### src/rtl/dsp48a1_pkg.sv
// Shared constants for the dsp48a1 arithmetic slice: operand widths and
// the recognised OPERATION strings.
package dsp48a1_pkg;

  localparam int A_W = 18;
  localparam int B_W = 18;
  localparam int C_W = 48;
  localparam int D_W = 18;
  localparam int M_W = 36;
  localparam int P_W = 48;

  localparam string OP_ADD = "ADD";
  localparam string OP_SUB = "SUBTRACT";

endpackage

### src/rtl/dsp_pipe_reg.sv
// Optional pipeline stage: a synchronous-reset register when STAGES=1,
// a plain wire when STAGES=0.
module dsp_pipe_reg #(
  parameter int DATA_W = 18,
  parameter int STAGES = 1
) (
  input  logic              clk,
  input  logic              rst,
  input  logic [DATA_W-1:0] d,
  output logic [DATA_W-1:0] q
);

  if (STAGES != 0 && STAGES != 1) begin : g_bad_stages
    $error("dsp_pipe_reg: STAGES must be 0 or 1");
  end

  if (STAGES == 1) begin : g_reg
    // Capture one value per clock; reset flushes the stage to zero.
    always_ff @(posedge clk) begin
      if (rst) q <= '0;
      else     q <= d;
    end
  end else begin : g_wire
    assign q = d;
  end

endmodule

### src/rtl/dsp48a1.sv
// Pipelined unsigned multiply-accumulate slice: P = A*B + C +/- D, modulo 2^48.
// Each operand path, the product and the result can be registered
// independently; paths are not balanced automatically.
module dsp48a1
  import dsp48a1_pkg::*;
#(
  parameter string OPERATION = "ADD",
  parameter int    AREG      = 1,
  parameter int    BREG      = 1,
  parameter int    CREG      = 1,
  parameter int    DREG      = 1,
  parameter int    MREG      = 0,
  parameter int    PREG      = 1
) (
  input  logic           clk,
  input  logic           rst,
  input  logic [A_W-1:0] A,
  input  logic [B_W-1:0] B,
  input  logic [C_W-1:0] C,
  input  logic [D_W-1:0] D,
  output logic [P_W-1:0] P
);

  logic [A_W-1:0] a_p0;
  logic [B_W-1:0] b_p0;
  logic [C_W-1:0] c_p0;
  logic [D_W-1:0] d_p0;
  logic [M_W-1:0] mult_p0;
  logic [M_W-1:0] mult_p1;
  logic [P_W-1:0] sum_p1;

  // Unknown OPERATION strings are rejected at elaboration time so a typo
  // cannot silently fall back to one of the two modes.
  if (OPERATION != OP_ADD && OPERATION != OP_SUB) begin : g_bad_op
    $error("dsp48a1: OPERATION must be \"ADD\" or \"SUBTRACT\"");
  end

  // ---- Input stage: optional A/B/C/D registers ----
  dsp_pipe_reg #(.DATA_W(A_W), .STAGES(AREG)) u_areg (
    .clk(clk), .rst(rst), .d(A), .q(a_p0)
  );
  dsp_pipe_reg #(.DATA_W(B_W), .STAGES(BREG)) u_breg (
    .clk(clk), .rst(rst), .d(B), .q(b_p0)
  );
  dsp_pipe_reg #(.DATA_W(C_W), .STAGES(CREG)) u_creg (
    .clk(clk), .rst(rst), .d(C), .q(c_p0)
  );
  dsp_pipe_reg #(.DATA_W(D_W), .STAGES(DREG)) u_dreg (
    .clk(clk), .rst(rst), .d(D), .q(d_p0)
  );

  // ---- Multiply stage: 18x18 unsigned product, optional M register ----
  assign mult_p0 = M_W'(a_p0) * M_W'(b_p0);

  dsp_pipe_reg #(.DATA_W(M_W), .STAGES(MREG)) u_mreg (
    .clk(clk), .rst(rst), .d(mult_p0), .q(mult_p1)
  );

  // ---- Add/subtract stage: wraps modulo 2^48, no carry or borrow out ----
  if (OPERATION == OP_SUB) begin : g_sub
    assign sum_p1 = P_W'(mult_p1) + c_p0 - P_W'(d_p0);
  end else begin : g_add
    assign sum_p1 = P_W'(mult_p1) + c_p0 + P_W'(d_p0);
  end

  // ---- Output stage: optional P register ----
  dsp_pipe_reg #(.DATA_W(P_W), .STAGES(PREG)) u_preg (
    .clk(clk), .rst(rst), .d(sum_p1), .q(P)
  );

endmodule

### config.mk
export PLATFORM = sky130hd
export DESIGN_NAME = dsp48a1
export DESIGN_NICKNAME = d
export VERILOG_FILES = /design/src/rtl/dsp48a1_pkg.sv /design/src/rtl/dsp_pipe_reg.sv /design/src/rtl/dsp48a1.sv
export SDC_FILE = /design/constraint.sdc
export NUM_CORES = 1
export LEC_CHECK = 0
export BUFFER_PORTS_ARGS = -buffer_cell sky130_fd_sc_hd__buf_4
export CORE_MARGIN = 2
export CORE_UTILIZATION = 50
export CTS_CLUSTER_DIAMETER = 120
export DETAILED_ROUTE_END_ITERATION = 16
export PLACE_DENSITY = 0.72
export SETUP_SLACK_MARGIN = 0.1
export SYNTH_ARGS = -nofsm -noshare
export SYNTH_HDL_FRONTEND = slang
export SYNTH_SLANG_ARGS = --single-unit
### constraint.sdc
create_clock -name clk -period 9.7 [get_ports clk]
set_input_delay 2.91 -clock clk [delete_from_list [all_inputs] [get_ports clk]]
set_output_delay 2.91 -clock clk [all_outputs]
set_load 0.02 [all_outputs]
== Yosys cells after proc, flatten, opt, wreduce, memory -nomap -nowiden ==
Cells that the tools add are included.
Word-level totals
  flip-flop bits (word level): 150
  output and inout bits: 48
Operators by class
  add/sub/neg operators: 2
  $mul: 1
Operator list (number)
  $add A36 B48 Y48: 1
  $add A48 B18 Y48: 1
  $mul A18 B18 Y36: 1

== Logic depth before layout (Yosys ltp) ==
  depth in word-level cells: 3
  gate-level depth with buffers: 28
  depth with buffers taken out: 26

== Cells and area by module ==
From an unflattened synthesis, not the netlist that was laid out.
Second synthesis, totals
  cell total of the unflattened synthesis: 1914
  area total of the unflattened synthesis: 17583.1 um^2
By module, submodules not included
  dsp48a1: instances 1, cells each 1565, area an instance 13235.2 um^2, seq. area each 0.0 um^2
  dsp_pipe_reg (u_creg ...): instances 2, cells each 101, area an instance 1305.0 um^2, seq. area each 960.9 um^2
  dsp_pipe_reg (u_areg ...): instances 3, cells each 37, area an instance 489.2 um^2, seq. area each 360.3 um^2
  dsp_pipe_reg (u_mreg): instances 1, cells each 36, area an instance 270.3 um^2, seq. area each 0.0 um^2

== Worst setup path before layout ==
No wires, ideal clock.
  path kind: register to register
  start point: register u_breg.q[9]
  end point: register u_preg.q[40]
  setup time: 0.128 ns
  arrival time: 6.661 ns
  data required time: 9.572 ns
  setup slack: 2.912 ns
  cell stages (with the launch flop): 26
  buffers on the path: 3
  cells stage by stage: dfxtp_1 -> clkbuf_1 -> clkbuf_1 -> nand2_1 -> fa_1 -> inv_1 -> fa_1 -> fa_1 -> fa_1 -> fa_1 -> fa_1 -> inv_1 -> fa_1 -> inv_1 -> ha_1 -> buf_6 -> a21oi_2 -> o21ai_2 -> nor4_2 -> a21oi_1 -> o2111a_1 -> o41a_1 -> or2_4 -> a21oi_1 -> xor2_1 -> nor2_1
On the way
  cells in the longest elaborated chain, start to end: 3
RTL lines
  from (decl): line dsp_pipe_reg.sv:10  | output logic [DATA_W-1:0] q
  from (signal assigned): line dsp_pipe_reg.sv:20  | if (rst) q <= '0;
  from (signal assigned): line dsp_pipe_reg.sv:21  | else q <= d;
  $mul A18 B18 Y36: line dsp48a1.sv:53  | assign mult_p0 = M_W'(a_p0) * M_W'(b_p0);
  $add A36 B48 Y48: line dsp48a1.sv:63  | assign sum_p1 = P_W'(mult_p1) + c_p0 + P_W'(d_p0);
  $add A48 B18 Y48: line dsp48a1.sv:63
  to (signal assigned): line dsp_pipe_reg.sv:20
  to (signal assigned): line dsp_pipe_reg.sv:21
  to (decl): line dsp_pipe_reg.sv:10
No other way between the ends.
A chain may end at the register's enable or synchronous reset.

== Final worst setup path ==
  start point: register u_breg.q[10]
  end point: register u_preg.q[40]
The elaborated chain is that of the path after synthesis.

==> impl_results.md <==
* Status: finished, final reports clean
* Row cnt at 67
* Vias in the first global route at 12890
* Most common cell in the netlist: inv_1
* Period utilisation layout at roughly 80%
* CP arrival at approximately 8 ns
* CTS buffer count at 17
* Area Growth Syn to Fin at 12.22%
* Distinct cell type count after synthesis at 57
* Max-slew headroom at 30.35%
* Unrepaired setup endpoints after global routing: no
* Top FF cell, synth: dfxtp_1
* Clock power frac at a little over a fifth
* Root Driver: clkbuf_16
* CTS sink cnt at 150
* Final setup fails at 0
* Crit-path max FO at 18
* Vias at 11990
* Sequential power share at between 20% and 30%
* Max Freq at 132.2 MHz
* Area of the core at 0.03345 mm²
* DRC violations left at 0
* Cts hold-fix bufs at 0
* Reg2reg start: u_breg.q[10]
* Filler cells at 2948
* Sequential area share after synthesis at 17.71%
* Post-synth EDFFs at 0
* Synth warnings at 0
* WHS Endpoint: u_preg.q[47]
* Synth top area cells: fa_1 36%, dfxtp_1 18%, ha_1 11%, inv_1 8.5%, and2_1 7.3%
* Sw power at 1.529 mW
* Post-synth top area share at 36.01%
* GR Overflow Total at 0
* Max-slew violation count at 0
* Longest Clk Path Bufs at 2
* Die Y at ~190 µm
* Cells resized by post-CTS repair at 0
* CP required at 10.03 ns
* Reg2reg path depth at 24
* Post-DR vias/cell at 5.086
* I/O Buffers at about 150
* Worst Hold Depth at 3
* Worst-skew pair later-pin latency at 0.47 ns
* Synth Register Bits at 150
* Setup Crit Path Kind: flop to flop
* Sw Share at 45.62%
* N_diodes at 0
* Worst Setup Start Kind: flop
* Die width at 188.2 µm
* Cell taking the most area after synthesis: fa_1
* Worst Tran Pin Value at between 1 and 1.5 ns
* Min-delay worst type: flop to flop
* Setup TNS at 0 ns
* Final Critical Period at 7.567 ns
* RD Place Congestion at 0.8982
* CTS tree: built
* Design Area, Final at 0.01903 mm²
* Pwr Density at 176.1 mW/mm²
* Worst VDD drop at 146.2 µV
* Starting density of the core at 50.70%
* Routed Antenna Nets at 0
* Wire per inst at roughly 17 µm
* Leak at 9.896 nW
* Cell count after synthesis at 1794
* DRT Wirelength at 40.76 mm
* Worst Skew at 0.02131 ns
* Pint at 1.823 mW
* # IOs at 152
* Syn Std Cell Area at 0.01696 mm²
* Post-detail-place hpwl at 31.85 mm
* Reg2reg end: u_preg.q[40]
* Post-synth net total at 2352
* Drt first pass iters at 5
* Ys async rst share at 0%
* Setup bufs post-CTS at 0
* Die area at 0.03540 mm²
* Final core utilization at 56.89%
* Setup crit end kind: flop
* Hold_sp: u_creg.q[47]
* Commonest cells in the netlist: 386 x inv_1, 305 x fa_1, 197 x and2_1
* Logic pwr share at 56.4%
* MaxCap Viol Count at 0
* Pin count of the biggest net entering global routing at around 90
* Clock transition at path regs at about 0.08 ns
* Initial antenna violation count at 0
* Total global-route track usage at roughly a quarter
* Final Hold Vio Count at 0
* Avg Synthesized Cell Area at 9.452 µm²
* Layout cell share with drive strength beyond 1 at a little over a tenth
* WHS at 0.5300 ns
* Placed Area at 0.01840 mm²
* Post-layout nets at 2454
* Reg-to-reg setup timing slack at about 2.1 ns
* First-pass GRT wire length at ~66 mm
* Initial DRC Count at around 630
* H-tree levels at 4
-- placed cells by master, fill, tap and decap left out, drive strengths merged, types with 8 or more instances in the layout --
| cell | count |
|---|---|
| dfxtp | 150 |
| a31oi | 8 |
| xor2 | 18 |
| inv | 393 |
| clkbuf | 17 |
| nor2b | 107 |
| ha | 149 |
| nand3 | 11 |
| nand4 | 11 |
| fa | 305 |
| a21o | 29 |
| xnor2 | 17 |
| nor2 | 51 |
| nand2 | 158 |
| buf | 158 |
| a21oi | 39 |
| o21ai | 25 |
| and2 | 197 |
| clkinv | 8 |
-- cells by family (layout without fill, tap and decap cells) --
kind of cell    Yosys count  count (layout)  synth area share [%]
xor+xnor                 35              35                 1.808
compound gates          137             137                 5.689
flops                   150             150                 17.71
fa+ha+maj               454             454                 47.00
simple gates            556             556                 17.41
buf+inv                 461             576                 10.32
mux                       1               1               0.06640
-- metal layers --
layer / global-route usage (%) / share of wire (%) / wire length, µm / vias up
li1: - / - / - / 5553
met1: 29.46 / 40 / 16160 / 5937
met2: 40.99 / 49 / 20010 / 386
met3: 4.922 / 6.2 / 2513 / 109
met4: 12.05 / 4.9 / 1997 / 2
met5: 1.648 / 0.20 / 81 / -
-- state kept, by name, indices dropped and copies added (netlist names) --
name and cells:
u_breg.q 18, u_preg.q 48, u_creg.q 48, u_areg.q 18, u_dreg.q 18
-- power groups by stage --
stage	logic, mW	registers, mW	clock network (mW)
6_report	1.89	0.761	0.701
5_1_grt	2.10	0.769	0.737
4_1_cts	1.90	0.761	0.712
3_5_place_dp	1.88	0.774	0
3_3_place_gp	1.85	0.772	0
2_1_floorplan	1.32	0.804	0
-- how the worst max path moves through the flow --
stage / depth (start not counted) / endpoint / slack, ns / from
floorplan: 25 / u_preg.q[40] / 2.91 / u_breg.q[9]
finish: 24 / u_preg.q[40] / 2.13 / u_breg.q[10]
global route: 24 / u_preg.q[42] / 1.81 / u_breg.q[10]
detailed placement: 24 / u_preg.q[40] / 2.22 / u_breg.q[9]
global placement: 24 / u_preg.q[40] / 2.33 / u_breg.q[10]
CTS: 24 / u_preg.q[40] / 2.20 / u_breg.q[9]
-- metrics by stage --
stage | std cells | power, mW | setup WS (ns)
floorplan | 1794 | 2.121 | 2.912
detailed placement | 2325 | 2.658 | 2.225
global route | 2357 | 3.609 | 1.813
finish | 2357 | 3.352 | 2.133
CTS | 2357 | 3.369 | 2.203
global placement | 2325 | 2.619 | 2.325
-- area by class of cell --
cell class	instances	area, µm²	share of cell area [%]
clock buffers	17	425.4	2.236
clock inverters	15	201.4	1.059
inverters	386	1449	7.614
multi-input cells	1183	12200	64.13
flip-flops and latches	150	3003	15.78
well taps	448	560.5	2.946
repair buffers	158	1186	6.233
-- critical path, cell delays in order, from the launching register on --
cell and delay [ns]:
dfxtp_1 1.01, nand2_1 0.18, fa_1 0.55, inv_1 0.06, fa_1 0.50, inv_1 0.06
fa_1 0.53, inv_1 0.05, fa_1 0.45, fa_1 0.42, fa_1 0.53, inv_1 0.05
fa_1 0.47, inv_1 0.04, ha_1 0.37, a21oi_2 0.19, o21ai_2 0.10, nor4_2 0.26
a21oi_1 0.20, o2111a_1 0.31, o41a_1 0.45, or2_4 0.26, a21oi_1 0.18, xor2_1 0.16
nor2_1 0.05
Note: power is estimated with default switching activity, not from simulation.
